$ cat src/rtl/rev_gpio_dbnc_pkg.sv
// Register offsets and access-error decode shared by the GPIO block.
package rev_gpio_pkg;

  localparam logic [7:0] OFF_MODE      = 8'h00;
  localparam logic [7:0] OFF_DIR       = 8'h04;
  localparam logic [7:0] OFF_OUT       = 8'h08;
  localparam logic [7:0] OFF_IN        = 8'h0C;
  localparam logic [7:0] OFF_TR_TYPE   = 8'h10;
  localparam logic [7:0] OFF_TR_LVL0   = 8'h14;
  localparam logic [7:0] OFF_TR_LVL1   = 8'h18;
  localparam logic [7:0] OFF_TR_STAT   = 8'h1C;
  localparam logic [7:0] OFF_IRQ_EN    = 8'h20;
  localparam logic [7:0] OFF_OUT_SET   = 8'h24;
  localparam logic [7:0] OFF_OUT_CLR   = 8'h28;
  localparam logic [7:0] OFF_OUT_TGL   = 8'h2C;
  localparam logic [7:0] OFF_DBNC_EN   = 8'h30;
  localparam logic [7:0] OFF_DBNC_LOAD = 8'h34;

  // hi_nz flags any set address bit above the 8-bit offset window.
  function automatic logic addr_err(input logic [7:0] off, input logic hi_nz,
                                    input logic wr);
    logic e;
    e = hi_nz || (off[1:0] != 2'b00) || (off > OFF_DBNC_LOAD);
    if (wr && (off == OFF_IN)) e = 1'b1;
    if (!wr && ((off == OFF_OUT_SET) || (off == OFF_OUT_CLR) || (off == OFF_OUT_TGL)))
      e = 1'b1;
    return e;
  endfunction

endpackage

$ cat src/rtl/rev_gpio_dbnc_if.sv
// APB slave bundle for the GPIO block.
interface rev_gpio_dbnc_if #(
  parameter int GPIO_PINS  = 32,
  parameter int PADDR_SIZE = 20
);
  logic                    psel;
  logic                    penable;
  logic                    pwrite;
  logic [PADDR_SIZE-1:0]   paddr;
  logic [GPIO_PINS-1:0]    pwdata;
  logic [GPIO_PINS/8-1:0]  pstrb;
  logic                    pready;
  logic [GPIO_PINS-1:0]    prdata;
  logic                    pslverr;

  modport master (output psel, penable, pwrite, paddr, pwdata, pstrb,
                  input  pready, prdata, pslverr);
  modport slave  (input  psel, penable, pwrite, paddr, pwdata, pstrb,
                  output pready, prdata, pslverr);
endinterface

$ cat src/rtl/rev_gpio_filter.sv
// One pin: synchroniser, optional debounce (REV_GPIO_DBNC_EN), filt and filt_d.
module rev_gpio_filter #(
  parameter int SYNC_STAGES = 2,
  parameter int DBNC_W      = 16
) (
  input  logic              pclk,
  input  logic              prstn,
  input  logic              pad,
  input  logic              en,
  input  logic [DBNC_W-1:0] d,
  output logic              filt,
  output logic              filt_d
);

  logic [SYNC_STAGES-1:0] sync_q;
  logic                   sync;

  always_ff @(posedge pclk or negedge prstn) begin
    if (!prstn) sync_q <= '0;
    else        sync_q <= {sync_q[SYNC_STAGES-2:0], pad};
  end
  assign sync = sync_q[SYNC_STAGES-1];

`ifdef REV_GPIO_DBNC_EN
  logic [DBNC_W-1:0] cnt;

  // cnt >= d so that lowering d below a running count releases on the next mismatch
  always_ff @(posedge pclk or negedge prstn) begin
    if (!prstn) begin
      filt <= 1'b0;
      cnt  <= '0;
    end else if (!en) begin
      filt <= sync;
    end else if (sync == filt) begin
      cnt <= '0;
    end else if (cnt >= d) begin
      filt <= sync;
      cnt  <= '0;
    end else begin
      cnt <= cnt + 1'b1;
    end
  end
`else
  logic unused_cfg;
  assign unused_cfg = ^{en, d};

  always_ff @(posedge pclk or negedge prstn) begin
    if (!prstn) filt <= 1'b0;
    else        filt <= sync;
  end
`endif

  always_ff @(posedge pclk or negedge prstn) begin
    if (!prstn) filt_d <= 1'b0;
    else        filt_d <= filt;
  end

endmodule

$ cat src/rtl/rev_gpio_dbnc.sv
// APB GPIO with per-pin sync/debounce, atomic output ops and level/edge interrupts.
// Debounce counters and DBNC_EN/DBNC_LOAD are built only when REV_GPIO_DBNC_EN is defined.
module rev_gpio_dbnc
  import rev_gpio_pkg::*;
#(
  parameter int GPIO_PINS   = 32,
  parameter int PADDR_SIZE  = 20,
  parameter int SYNC_STAGES = 2,
  parameter int DBNC_W      = 16
) (
  input  logic                 pclk,
  input  logic                 prstn,
  rev_gpio_dbnc_if.slave       apb,
  input  logic [GPIO_PINS-1:0] gpio_i,
  output logic [GPIO_PINS-1:0] gpio_o,
  output logic [GPIO_PINS-1:0] gpio_oe,
  output logic                 irq_o
);

  logic [7:0]           off;
  logic                 access, err, wr, rd;
  logic [GPIO_PINS-1:0] bm, wd, w1c, prdata_c;
  logic [GPIO_PINS-1:0] reg_mode, reg_dir, reg_out, reg_tr_type;
  logic [GPIO_PINS-1:0] reg_lvl0, reg_lvl1, reg_stat, reg_irq_en;
  logic [GPIO_PINS-1:0] dbnc_en;
  logic [DBNC_W-1:0]    dbnc_load;
  logic [GPIO_PINS-1:0] filt, filt_d, rise, fall, hit;

  assign off    = apb.paddr[7:0];
  assign access = apb.psel & apb.penable;
  assign err    = access & addr_err(off, |apb.paddr[PADDR_SIZE-1:8], apb.pwrite);
  assign wr     = access &  apb.pwrite & ~err;
  assign rd     = access & ~apb.pwrite & ~err;

  always_comb begin
    bm = '0;
    for (int i = 0; i < GPIO_PINS; i++) bm[i] = apb.pstrb[i/8];
  end
  assign wd  = apb.pwdata & bm;
  assign w1c = (wr && (off == OFF_TR_STAT)) ? wd : '0;

  for (genvar g = 0; g < GPIO_PINS; g++) begin : g_pin
    rev_gpio_filter #(.SYNC_STAGES(SYNC_STAGES), .DBNC_W(DBNC_W)) u_filt (
      .pclk   (pclk),
      .prstn  (prstn),
      .pad    (gpio_i[g]),
      .en     (dbnc_en[g]),
      .d      (dbnc_load),
      .filt   (filt[g]),
      .filt_d (filt_d[g])
    );
  end

  assign rise = filt & ~filt_d;
  assign fall = ~filt & filt_d;
  assign hit  = (~reg_tr_type & ((reg_lvl0 & ~filt) | (reg_lvl1 & filt))) |
                ( reg_tr_type & ((reg_lvl0 & fall)  | (reg_lvl1 & rise)));

  always_ff @(posedge pclk or negedge prstn) begin
    if (!prstn) begin
      reg_mode    <= '0;
      reg_dir     <= '0;
      reg_out     <= '0;
      reg_tr_type <= '0;
      reg_lvl0    <= '0;
      reg_lvl1    <= '0;
      reg_irq_en  <= '0;
`ifdef REV_GPIO_DBNC_EN
      dbnc_en     <= '0;
      dbnc_load   <= '0;
`endif
    end else if (wr) begin
      case (off)
        OFF_MODE:    reg_mode    <= (reg_mode    & ~bm) | wd;
        OFF_DIR:     reg_dir     <= (reg_dir     & ~bm) | wd;
        OFF_OUT:     reg_out     <= (reg_out     & ~bm) | wd;
        OFF_TR_TYPE: reg_tr_type <= (reg_tr_type & ~bm) | wd;
        OFF_TR_LVL0: reg_lvl0    <= (reg_lvl0    & ~bm) | wd;
        OFF_TR_LVL1: reg_lvl1    <= (reg_lvl1    & ~bm) | wd;
        OFF_IRQ_EN:  reg_irq_en  <= (reg_irq_en  & ~bm) | wd;
        OFF_OUT_SET: reg_out     <= reg_out | wd;
        OFF_OUT_CLR: reg_out     <= reg_out & ~wd;
        OFF_OUT_TGL: reg_out     <= reg_out ^ wd;
`ifdef REV_GPIO_DBNC_EN
        OFF_DBNC_EN:   dbnc_en   <= (dbnc_en & ~bm) | wd;
        OFF_DBNC_LOAD: dbnc_load <= (dbnc_load & ~bm[DBNC_W-1:0]) | wd[DBNC_W-1:0];
`endif
        default: ;
      endcase
    end
  end

  // Hardware set wins over a same-cycle W1C; pad outputs and irq are registered.
  always_ff @(posedge pclk or negedge prstn) begin
    if (!prstn) begin
      reg_stat <= '0;
      irq_o    <= 1'b0;
      gpio_o   <= '0;
      gpio_oe  <= '0;
    end else begin
      reg_stat <= (reg_stat & ~w1c) | hit;
      irq_o    <= |(reg_stat & reg_irq_en);
      gpio_o   <= reg_out & ~reg_mode;
      gpio_oe  <= reg_dir & (~reg_mode | ~reg_out);
    end
  end

`ifdef REV_GPIO_DBNC_EN
  logic [GPIO_PINS-1:0] load_ext;
  always_comb begin
    load_ext = '0;
    load_ext[DBNC_W-1:0] = dbnc_load;
  end
`else
  assign dbnc_en   = '0;
  assign dbnc_load = '0;
`endif

  always_comb begin
    prdata_c = '0;
    if (rd) begin
      case (off)
        OFF_MODE:    prdata_c = reg_mode;
        OFF_DIR:     prdata_c = reg_dir;
        OFF_OUT:     prdata_c = reg_out;
        OFF_IN:      prdata_c = filt;
        OFF_TR_TYPE: prdata_c = reg_tr_type;
        OFF_TR_LVL0: prdata_c = reg_lvl0;
        OFF_TR_LVL1: prdata_c = reg_lvl1;
        OFF_TR_STAT: prdata_c = reg_stat;
        OFF_IRQ_EN:  prdata_c = reg_irq_en;
`ifdef REV_GPIO_DBNC_EN
        OFF_DBNC_EN:   prdata_c = dbnc_en;
        OFF_DBNC_LOAD: prdata_c = load_ext;
`endif
        default:     prdata_c = '0;
      endcase
    end
  end

  assign apb.prdata  = prdata_c;
  assign apb.pslverr = err;
  assign apb.pready  = 1'b1;

endmodule

$ cat src/flat_wrapper.sv
// flat-port wrapper written by rule: the top's interface ports become plain ports
module rev_gpio_dbnc_flat import rev_gpio_pkg::*;
#(
  parameter int GPIO_PINS   = 32,
  parameter int PADDR_SIZE  = 20,
  parameter int SYNC_STAGES = 2,
  parameter int DBNC_W      = 16
)
  (pclk, prstn, gpio_i, gpio_o, gpio_oe, irq_o, apb_psel, apb_penable, apb_pwrite, apb_paddr, apb_pwdata, apb_pstrb, apb_pready, apb_prdata, apb_pslverr);
  rev_gpio_dbnc_if #(.GPIO_PINS(GPIO_PINS), .PADDR_SIZE(PADDR_SIZE)) apb_i ();
  input  logic pclk;
  input  logic prstn;
  input  logic [GPIO_PINS-1:0] gpio_i;
  output logic [GPIO_PINS-1:0] gpio_o;
  output logic [GPIO_PINS-1:0] gpio_oe;
  output logic irq_o;
  input wire logic [$bits(apb_i.psel)-1:0] apb_psel;
  input wire logic [$bits(apb_i.penable)-1:0] apb_penable;
  input wire logic [$bits(apb_i.pwrite)-1:0] apb_pwrite;
  input wire logic [$bits(apb_i.paddr)-1:0] apb_paddr;
  input wire logic [$bits(apb_i.pwdata)-1:0] apb_pwdata;
  input wire logic [$bits(apb_i.pstrb)-1:0] apb_pstrb;
  output wire logic [$bits(apb_i.pready)-1:0] apb_pready;
  output wire logic [$bits(apb_i.prdata)-1:0] apb_prdata;
  output wire logic [$bits(apb_i.pslverr)-1:0] apb_pslverr;
  assign apb_i.psel = apb_psel;
  assign apb_i.penable = apb_penable;
  assign apb_i.pwrite = apb_pwrite;
  assign apb_i.paddr = apb_paddr;
  assign apb_i.pwdata = apb_pwdata;
  assign apb_i.pstrb = apb_pstrb;
  assign apb_pready = apb_i.pready;
  assign apb_prdata = apb_i.prdata;
  assign apb_pslverr = apb_i.pslverr;
  rev_gpio_dbnc #(.GPIO_PINS(GPIO_PINS), .PADDR_SIZE(PADDR_SIZE), .SYNC_STAGES(SYNC_STAGES), .DBNC_W(DBNC_W)) u_core (.pclk(pclk), .prstn(prstn), .apb(apb_i), .gpio_i(gpio_i), .gpio_o(gpio_o), .gpio_oe(gpio_oe), .irq_o(irq_o));
endmodule
$ cat config.mk
export PLATFORM = sky130hd
export DESIGN_NAME = rev_gpio_dbnc_flat
export DESIGN_NICKNAME = d
export VERILOG_FILES = /design/src/rtl/rev_gpio_dbnc_pkg.sv /design/src/rtl/rev_gpio_dbnc_if.sv /design/src/rtl/rev_gpio_filter.sv /design/src/rtl/rev_gpio_dbnc.sv /design/src/flat_wrapper.sv
export SDC_FILE = /design/constraint.sdc
export NUM_CORES = 1
export LEC_CHECK = 0
export CAP_MARGIN = 40
export CORE_UTILIZATION = 60
export CTS_BUF_LIST = sky130_fd_sc_hd__clkbuf_8
export DETAILED_ROUTE_END_ITERATION = 7
export PLACE_DENSITY = 0.9
export SYNTH_ARGS = -nofsm -noshare
export SYNTH_HDL_FRONTEND = slang
export SYNTH_SLANG_ARGS = --single-unit
$ cat constraint.sdc
create_clock -name pclk -period 3.7 [get_ports pclk]
set_clock_uncertainty 0.1 [all_clocks]
set_input_delay 0.74 -clock pclk [delete_from_list [all_inputs] [get_ports pclk]]
set_output_delay 0.74 -clock pclk [all_outputs]
set_load 0.01 [all_outputs]
==> flow_summary.ini <==
[run_status]
status = complete, no violations

[routing]
drt_iter0_markers = 2179
highest_layer = met4
post_drt_via_cell_ratio = 6.73
routedLengthMet1_mm = 25.0
post-route-drc-count = 0
drt-total-wl_mm = 68.3
met2WireLength_mm = 31.2
wl_met3_mm = 7.73
vias = 16957
drtAntennaViolNets = 0
detail_route.first_pass.iterations = 7
wire_per_inst_um = 27.1

[cts]
cts_max_level = 3
cts_tree = done
root_buffer = clkbuf_8
clock_latency_ps = 640
ctsHoldBuffers = 0
cts_buffers = 73
clk_pin_slew_ps = 60
cts_buffer_depth = 3
cts_num_sinks = 449

[die]
num_io_pins = 192
start_util_pct = 60.9
die_area_um2 = 34800
fp-row-count = 67
core-area_um2 = 33500
fp.dieH_um = 186
fp.dieW_um = 186

[synthesis]
syn_area_um2 = 20400
synth_xor_xnor_area_share_pct = 1.33
synth_cell_types = 64
synth_warnings = 0
synth_mux_area_share_pct = 17.4
synth_edf_count = 0
yosys_register_bits = 449
syn_area_per_cell_um2 = 12.5
synth_top_family_by_area = multiplexers
yosys.area_share.simple_pct = 8.53
ys.flop_type = dfrtp_1
synthCells = 1639
synth_nets = 1764
synth-seq-area-share_pct = 55.1
synth_adder_area_share_pct = 1.96
synth_compound_area_share_pct = 12.5
synthArstFlopShare_pct = 100

[timing]
grt_setup_unrepaired = yes
layout_min_cycle_time_ps = 3690
post-route-period-util_pct = 99.8
drv_slew = 0
max-slew-margin-rel_pct = 39.7
setup_viol = 0
hold_violations = 0
tightestPinTransition_ps = 904
fmax_mhz = 271

[grt]
grt_pass1_wl_mm = 102
gr-total-overflow = 0
grt_max_degree = 102
grt_pass1_vias = 17400
gr-usage-all-layers_pct = 39.0
antenna_found_initial = 3

[final_layout]
layout_common_cells = 449 x dfrtp_1, 195 x mux2_2, 172 x buf_4
nFillCells = 1947
syn_to_final_growth_pct = 28.2
seqCellArea_um2 = 11200
multi_input_area_um2 = 8900
final_cell_count_no_fill = 2519
utilization_pct = 78.0
drive_gt1_share_pct = 31.3
stdcell_area_um2 = 26200
layout.nets = 2150
final_common_cell = dfrtp_1

[power_and_ir_drop]
total_power_mw = 10.0
peakVddDrop_mv = 0.336
p_leak_nw = 12.4
p_per_area_nw_per_um2 = 382

[place]
port-buffer-count = 190
dpl_cell_area_um2 = 24300
dp.cells = 2383
place.gp.congestion = 0.969
hpwl_mm = 46.3

[worst_setup_path]
startpoint_type = input port
crit_path_end_kind = output pin
critical_path.max_fanout = 9
worstPathArrival_ps = 2850
crit_required_ps = 2860
path_class = in -> out

[worst_hold_path]
hold_class = in -> async

[run]
cap_violations = 0
metrics by stage:
stage / setup WS (ps) / setup TNS, ps / hold slack [ps]
2_1_floorplan: 321 / 0 / 231
3_3_place_gp: -586 / -14900 / 231
3_5_place_dp: -633 / -16370 / 235
4_1_cts: -9.30 / -16.0 / 122
5_1_grt: -22.3 / -64.9 / 147
6_report: 8.68 / 0 / 93.5
cell type report:
cell class,instances,area share (%)
antenna,1,0.00956
clock buffer,92,4.84
clock inverter,28,0.564
inverter,66,0.947
multi-input combinational,1031,34.0
sequential,449,42.9
tap,448,2.14
timing repair buffer,404,14.5
metal layers:
metal | up-vias | global-route usage (%)
met5 | - | 0
met4 | 0 | 21.9
met3 | 377 | 11.2
met2 | 1348 | 60.5
met1 | 8408 | 49.4
li1 | 6824 | -
logic make-up (layout without fill, tap and decap cells):
group	after synthesis	in the layout
adder cells (fa/ha/maj)	32	32
AO/OA/AOI/OAI	378	378
multiplexers	318	318
XOR/XNOR	31	31
AND/OR/NAND/NOR	271	271
flip-flops	449	449
buffers and inverters	159	590
other	1	2
report_power, final:
part           internal [mW]  total, mW  switching, mW
registers               4.98       5.03         0.0507
clock network           2.29       4.24           1.96
logic                  0.301      0.720          0.419
total                   7.57       10.0           2.43
path summary, 6_finish.rpt:
kind	startpoint	to	slack, ps	cells after the start
setup / recovery	apb_paddr[6]	apb_prdata[12]	9	8
hold / removal	prstn	u_core.g_pin[11].u_filt.filt	90	1
setup reg to reg	u_core.reg_stat[26]	u_core.irq_o	1780	3
hold reg to reg	u_core.g_pin[24].u_filt.sync_q[0]	u_core.g_pin[24].u_filt.sync_q[1]	230	0
max in group asynchronous	prstn	async pin	2470	2
min in group pclk	u_core.g_pin[24].u_filt.sync_q[0]	u_core.g_pin[24].u_filt.sync_q[1]	230	0
critical path, cell delays in order:
cell	delay, ps
clkdlybuf4s50_1	410
buf_6	150
or4b_4	600
buf_6	190
nor3_1	250
a21oi_1	110
a31oi_2	220
buf_2	160
timing repair:
item / CTS / global route
pin swaps: 19 / 19
endpoints found under the setup margin: 33 / 31
buffers inserted: 9 / 5
resized for setup: 162 / 45
gates cloned: 0 / 1
hold endpoints to repair: 0 / 0
Yosys cell counts (all sizes together) (2+ instances only):
| cell | count | area share (%) |
|---|---|---|
| a2111oi | 13 | 0.56 |
| or3 | 5 | 0.15 |
| nor3 | 14 | 0.34 |
| buf | 34 | 0.82 |
| a22oi | 48 | 1.8 |
| or3b | 5 | 0.21 |
| nand3b | 4 | 0.15 |
| dfrtp | 449 | 55 |
| inv | 66 | 1.2 |
| mux2 | 202 | 11 |
| o22ai | 12 | 0.37 |
| o32a | 2 | 0.098 |
| mux4 | 10 | 1.1 |
| o211ai | 13 | 0.48 |
| a22o | 27 | 1.2 |
| nor2b | 5 | 0.15 |
| nand3 | 8 | 0.20 |
| or4 | 3 | 0.11 |
| a21o | 32 | 1.2 |
| a211oi | 4 | 0.15 |
| mux2i | 106 | 5.2 |
| ha | 32 | 2.0 |
| xnor2 | 31 | 1.3 |
| o21ai | 70 | 1.7 |
| or4b | 5 | 0.25 |
| nand2 | 69 | 1.3 |
| a21oi | 73 | 1.8 |
| and2 | 3 | 0.092 |
| o31ai | 2 | 0.074 |
| a221oi | 5 | 0.21 |
| clkbuf | 59 | 1.1 |
| a222oi | 2 | 0.098 |
| nand4b | 19 | 0.82 |
| nor2 | 66 | 1.2 |
| nor4 | 18 | 1.7 |
| a31oi | 11 | 0.34 |
| nand4 | 33 | 1.1 |
| a21boi | 32 | 1.2 |
| o2bb2ai | 11 | 0.47 |
| nor4b | 4 | 0.32 |
| and4 | 2 | 0.086 |
| o2111ai | 19 | 0.82 |
Note: power is estimated with default switching activity, not from simulation.
